**src/rtl/serial_add_pkg.sv**
```systemverilog
// Shared types and helpers for the bit-serial adder controller.
// serial_add_ctrl also honours the SERIAL_ADD_SUB_EN macro (adds a subtract mode).
package serial_add_pkg;

  localparam int unsigned DefWidth = 8;

  typedef enum logic [1:0] {
    IDLE  = 2'd0,
    SHIFT = 2'd1,
    DONE  = 2'd2
  } state_t;

  // Bit counter must be able to hold the value WIDTH itself.
  function automatic int unsigned cnt_width(input int unsigned w);
    return $clog2(w + 1);
  endfunction

endpackage

```
**src/rtl/serial_fa_slice.sv**
```systemverilog
// One full-adder slice with its carry flop; the carry is preloaded on load and
// advanced on en. Maps to a single full-adder cell plus one D flop.
module serial_fa_slice (
  input  logic CP,
  input  logic RN,
  input  logic load,
  input  logic en,
  input  logic load_cin,
  input  logic a_bit,
  input  logic b_bit,
  output logic s_bit,
  output logic carry
);

  logic r_carry;
  logic w_carry_next;

  always_comb begin
    s_bit        = a_bit ^ b_bit ^ r_carry;
    w_carry_next = (a_bit & b_bit) | (a_bit & r_carry) | (b_bit & r_carry);
  end

  always_ff @(posedge CP) begin
    if (!RN) begin
      r_carry <= 1'b0;
    end else if (load) begin
      r_carry <= load_cin;
    end else if (en) begin
      r_carry <= w_carry_next;
    end
  end

  assign carry = r_carry;

endmodule

```
**src/rtl/serial_add_ctrl.sv**
```systemverilog
// Bit-serial a+b+cin, one bit per CP cycle, LSB first, with registered busy/done.
// Defining SERIAL_ADD_SUB_EN adds input sub: sub=1 computes a-b (cout=1 means no borrow).
module serial_add_ctrl
  import serial_add_pkg::*;
#(
  parameter int unsigned WIDTH = DefWidth
) (
  input  logic             CP,
  input  logic             RN,
  input  logic             start,
  input  logic [WIDTH-1:0] a,
  input  logic [WIDTH-1:0] b,
  input  logic             cin,
`ifdef SERIAL_ADD_SUB_EN
  input  logic             sub,
`endif
  output logic             busy,
  output logic             done,
  output logic [WIDTH-1:0] sum,
  output logic             cout
);

  localparam int unsigned     CntW    = cnt_width(WIDTH);
  localparam logic [CntW-1:0] LastCnt = CntW'(WIDTH - 1);

  state_t           r_state;
  logic [WIDTH-1:0] r_a;
  logic [WIDTH-1:0] r_b;
  logic [WIDTH-1:0] r_sum;
  logic [CntW-1:0]  r_cnt;
  logic             r_busy;
  logic             r_done;
  logic             r_cout;

  logic             w_load;
  logic             w_shift;
  logic             w_s_bit;
  logic             w_carry;
  logic             w_load_cin;
  logic [WIDTH-1:0] w_b_load;
  logic [WIDTH-1:0] w_sum_next;

  always_comb begin
    w_load  = (r_state == IDLE) && start;
    w_shift = (r_state == SHIFT);
`ifdef SERIAL_ADD_SUB_EN
    // Two's complement subtract: invert b and force the carry-in high.
    w_b_load   = sub ? ~b : b;
    w_load_cin = sub | cin;
`else
    w_b_load   = b;
    w_load_cin = cin;
`endif
    w_sum_next             = r_sum >> 1;
    w_sum_next[WIDTH-1]    = w_s_bit;
  end

  serial_fa_slice u_slice (
    .CP      (CP),
    .RN      (RN),
    .load    (w_load),
    .en      (w_shift),
    .load_cin(w_load_cin),
    .a_bit   (r_a[0]),
    .b_bit   (r_b[0]),
    .s_bit   (w_s_bit),
    .carry   (w_carry)
  );

  always_ff @(posedge CP) begin
    if (!RN) begin
      r_state <= IDLE;
      r_a     <= '0;
      r_b     <= '0;
      r_sum   <= '0;
      r_cnt   <= '0;
      r_busy  <= 1'b0;
      r_done  <= 1'b0;
      r_cout  <= 1'b0;
    end else begin
      case (r_state)
        IDLE: begin
          r_busy <= 1'b0;
          r_done <= 1'b0;
          if (start) begin
            r_a     <= a;
            r_b     <= w_b_load;
            r_sum   <= '0;
            r_cout  <= 1'b0;
            r_cnt   <= '0;
            r_state <= SHIFT;
          end
        end
        SHIFT: begin
          r_busy <= 1'b1;
          r_done <= 1'b0;
          r_a    <= r_a >> 1;
          r_b    <= r_b >> 1;
          r_sum  <= w_sum_next;
          r_cnt  <= r_cnt + CntW'(1);
          if (r_cnt == LastCnt) begin
            r_state <= DONE;
          end
        end
        DONE: begin
          // Carry flop holds the final carry once shifting stops.
          r_busy  <= 1'b0;
          r_done  <= 1'b1;
          r_cout  <= w_carry;
          r_state <= IDLE;
        end
        default: begin
          r_busy  <= 1'b0;
          r_done  <= 1'b0;
          r_state <= IDLE;
        end
      endcase
    end
  end

  assign busy = r_busy;
  assign done = r_done;
  assign sum  = r_sum;
  assign cout = r_cout;

endmodule
```
**config.mk**
```make
export PLATFORM = sky130hd
export DESIGN_NAME = serial_add_ctrl
export DESIGN_NICKNAME = d
export VERILOG_FILES = /design/src/rtl/serial_add_pkg.sv /design/src/rtl/serial_fa_slice.sv /design/src/rtl/serial_add_ctrl.sv
export SDC_FILE = /design/constraint.sdc
export NUM_CORES = 1
export LEC_CHECK = 0
export BUFFER_PORTS_ARGS = -buffer_cell sky130_fd_sc_hd__buf_4
export CAP_MARGIN = 20
export CORE_ASPECT_RATIO = 1.4
export CORE_MARGIN = 8
export CORE_UTILIZATION = 56
export DETAILED_ROUTE_END_ITERATION = 8
export GPL_TIMING_DRIVEN = 1
export PLACE_DENSITY = 0.82
export SLEW_MARGIN = 20
export SYNTH_ARGS = -nofsm -noshare
export SYNTH_HDL_FRONTEND = slang
export SYNTH_SLANG_ARGS = --single-unit
export TNS_END_PERCENT = 1
```
**constraint.sdc**
```tcl
create_clock -name CP -period 3.8 [get_ports CP]
set_input_delay 0.76 -clock CP [delete_from_list [all_inputs] [get_ports CP]]
set_output_delay 0.76 -clock CP [all_outputs]
set_load 0.005 [all_outputs]
```
==> flow_summary.rst <==
.. list-table::
   :header-rows: 1

   * - Metric
     - Value
   * - Starting density of the core
     - 0.587
   * - Startpoint of the worst register-to-register path
     - r_state[0]
   * - Number of resized instances in the post-cts repair step
     - 0
   * - Maximum operating frequency
     - 553 MHz
   * - Setup fix buffers added after clock tree synthesis
     - 0
   * - Peak VDD IR
     - 0.274 mV
   * - Root buffer cell
     - sky130_fd_sc_hd__clkbuf_4
   * - Worst hold path depth
     - 2
   * - Post-synthesis cell area
     - 1400 um^2
   * - Setup repair after global routing missed its margin
     - no
   * - Number of flip-flops and latches in the synthesized netlist
     - 34
   * - Area of the core
     - 2390 um^2
   * - Pwr Density
     - 426 nW/um^2
   * - Number of enable-type register cells in the synthesized netlist
     - 0
   * - Standby leakage power
     - 0.681 nW
   * - Number of pins with negative max-slew slack in the final report
     - 0
   * - Max-Slew Margin vs Limit
     - 0.452
   * - Area occupied by registers
     - 681 um^2
   * - Kind of start point of the critical path
     - flop
   * - Count of vias placed by the detailed router
     - 1197
   * - Most frequent cells after synthesis
     - sky130_fd_sc_hd__dfxtp_1 (34), sky130_fd_sc_hd__nor2_1 (21), sky130_fd_sc_hd__nor2b_1 (11)
   * - Boundary Pins
     - 31
   * - Share of the synthesized area in the top cell type
     - 0.485
   * - Cell area after placement
     - 1610 um^2
   * - Die X-Extent
     - 58.3 um
   * - H-Tree Depth
     - 2
   * - Final Wtd Congestion
     - 0.824
   * - Global router's overall resource usage
     - 0.159
   * - Wirelength per Cell
     - 14.9 um
   * - Setup slack, reg-to-reg
     - 1.99 ns
   * - Final critical delay including setup and external delays
     - 1.81 ns
   * - Final worst clock skew
     - 0.00408 ns
   * - Overall power
     - 0.721 mW
   * - Pin count of the biggest net entering global routing
     - 34
   * - Via count of the first global-routing pass
     - 1210
   * - Design area
     - 1690 um^2
   * - Number of filler instances in the final layout
     - 190
   * - Clock transition at the registers of the reported paths
     - 0.10 ns
   * - Largest buffer count on any clock path
     - 2
   * - Number of core rows
     - 21
   * - Post-layout net count
     - 201
   * - Sequential fraction of the synthesis area
     - 0.485
   * - Reg2Reg Depth
     - 3
   * - Inserted Diodes
     - 0
   * - Critical Path End Type
     - flop
   * - Multi-input gate area in the final layout
     - 646 um^2
   * - DRT Pass-1 Iters
     - 4
   * - Synthesis warning total
     - 0
   * - Total congestion overflow after global routing
     - 0
   * - Finished Core Util
     - 0.707
   * - Largest cells by area after synthesis
     - sky130_fd_sc_hd__dfxtp_1 (49%), sky130_fd_sc_hd__nor2_1 (5.6%), sky130_fd_sc_hd__a22oi_1 (5.4%), sky130_fd_sc_hd__o221ai_1 (5.0%), sky130_fd_sc_hd__nor2b_1 (4.9%)
   * - Avg Inst Size Synth
     - 9.17 um^2
   * - Layout overhead on the synthesized area
     - 20.6%
   * - Cts bufs inserted
     - 5
   * - Number of antenna violations at the first check in global routing
     - 0
   * - Status
     - finished clean
   * - Wire length of the first global-routing pass
     - 5.38 mm
   * - Average vias per placed instance
     - 5.59
   * - DRC violation count after routing
     - 0
   * - Violation count after the first detailed-routing iteration
     - 41
   * - Start-to-end type of the worst setup path
     - reg2reg
   * - Share of synthesized registers carrying an async set or reset
     - 0
   * - Post-synth cell types
     - 31
   * - Syn nets
     - 175
   * - Highest fanout seen on the critical path
     - 17
   * - DIE AREA
     - 4380 um^2
   * - Hold wc startpoint
     - r_b[5]
   * - Post-DRT Antenna Nets
     - 0
   * - Final clock period utilization by the worst path
     - 0.476
   * - Min-delay worst type
     - reg2reg
   * - Sum of routed wire length over all layers
     - 3.19 mm
   * - Number of maximum-capacitance constraint violations
     - 0
   * - Area leader, netlist
     - sky130_fd_sc_hd__dfxtp_1
   * - Post-synth top flop
     - sky130_fd_sc_hd__dfxtp_1
   * - Placed wire-length estimate
     - 2.26 mm
   * - Crit path DAT
     - 2.07 ns
   * - Post-Synthesis Cells
     - 153
   * - IO Port Bufs
     - 30
   * - Setup TNS Final
     - 0 ns
   * - TritonCTS clock tree
     - built
   * - Total setup violations reported at the end of the flow
     - 0
   * - Critical R2R Capture
     - r_state[1]
   * - Most frequent cell after synthesis
     - sky130_fd_sc_hd__dfxtp_1
   * - Endpoint of the worst hold path
     - r_b[5]
   * - Vertical die dimension
     - 75.2 um
   * - Clock latency on the worst-skew pair
     - 0.33 ns
   * - Count of hold buffers inserted by post-cts repair
     - 0
   * - Num Clock Sinks
     - 34
   * - CP required
     - 4.06 ns
   * - Number of failing hold endpoints at the final stage
     - 0
   * - Worst slew pin tran
     - 0.820 ns
   * - Fraction of final layout cells with drive strength greater than 1
     - 0.217
layout by cell type (no fill, tap or decap), types with 3 or more instances in the layout:
cell | Yosys | routed
sky130_fd_sc_hd__a21oi_1 | 8 | 8
sky130_fd_sc_hd__a22oi_1 | 10 | 10
sky130_fd_sc_hd__buf_4 | 0 | 30
sky130_fd_sc_hd__clkbuf_4 | 0 | 5
sky130_fd_sc_hd__clkbuf_8 | 0 | 3
sky130_fd_sc_hd__dfxtp_1 | 34 | 34
sky130_fd_sc_hd__inv_1 | 5 | 5
sky130_fd_sc_hd__nand2_1 | 5 | 5
sky130_fd_sc_hd__nor2_1 | 21 | 21
sky130_fd_sc_hd__nor2b_1 | 11 | 11
sky130_fd_sc_hd__o21ai_0 | 10 | 10
sky130_fd_sc_hd__o221ai_1 | 8 | 8
sky130_fd_sc_hd__o2bb2ai_1 | 5 | 5
worst max path at each step:
stage	from	end	slack, ns
floorplan	start	r_cnt[3]	2.17
global placement	start	r_b[0]	1.87
detailed placement	start	sum[2]	1.85
CTS	r_state[0]	r_state[1]	1.99
global route	r_state[0]	r_state[1]	1.80
finish	r_state[0]	r_state[1]	1.99
state kept, by name (all words and copies together) (netlist names), 2 cells and up:
signal,flops
r_state,2
r_a,8
r_b,8
r_cnt,4
sum,8
power by group:
| group | internal [mW] | leakage (nW) | total (mW) | switching [mW] |
|---|---|---|---|---|
| registers | 0.377 | 0.279 | 0.392 | 0.0149 |
| logic | 0.0411 | 0.357 | 0.0867 | 0.0456 |
| clock network | 0.126 | 0.0446 | 0.243 | 0.116 |
| total | 0.544 | 0.681 | 0.721 | 0.177 |
cells by family after synthesis:
| kind of cell | after synthesis | share of synthesized area |
|---|---|---|
| AOI/OAI and AO/OA | 51 | 0.257 |
| and+or+nand+nor | 49 | 0.173 |
| DFF | 34 | 0.485 |
| buffers and inverters | 16 | 0.0544 |
| adders and majority gates | 2 | 0.0232 |
| muxes | 1 | 0.00714 |
worst max-delay path, stage by stage (launching register included):
cell and delay (ns):
sky130_fd_sc_hd__dfxtp_1 0.67, sky130_fd_sc_hd__nor2b_1 0.61, sky130_fd_sc_hd__and2_1 0.24, sky130_fd_sc_hd__nor3b_1 0.20
stage by stage:
stage          setup slack (ns)  instances  hold slack (ns)
3_5_place_dp               1.85        206            0.460
2_1_floorplan              2.17        153            0.436
5_1_grt                    1.80        214            0.509
6_report                   1.99        214            0.481
3_3_place_gp               1.87        206            0.452
4_1_cts                    1.99        214            0.485
layout make-up:
type / count / area share
flip-flops and latches: 34 / 0.402
multi-input cells: 103 / 0.382
repair buffers: 30 / 0.133
clock buffers: 8 / 0.0466
well taps: 34 / 0.0251
inverters: 5 / 0.0111
metal layers:
metal | up-vias | track usage | share of wire
met1 | 561 | 0.171 | 0.42
met3 | 6 | 0.0530 | 0.063
met2 | 33 | 0.262 | 0.49
li1 | 597 | - | -
met5 | - | 0 | 0
met4 | 0 | 0.104 | 0.019
No activity file was read; power rests on OpenSTA's default activity.
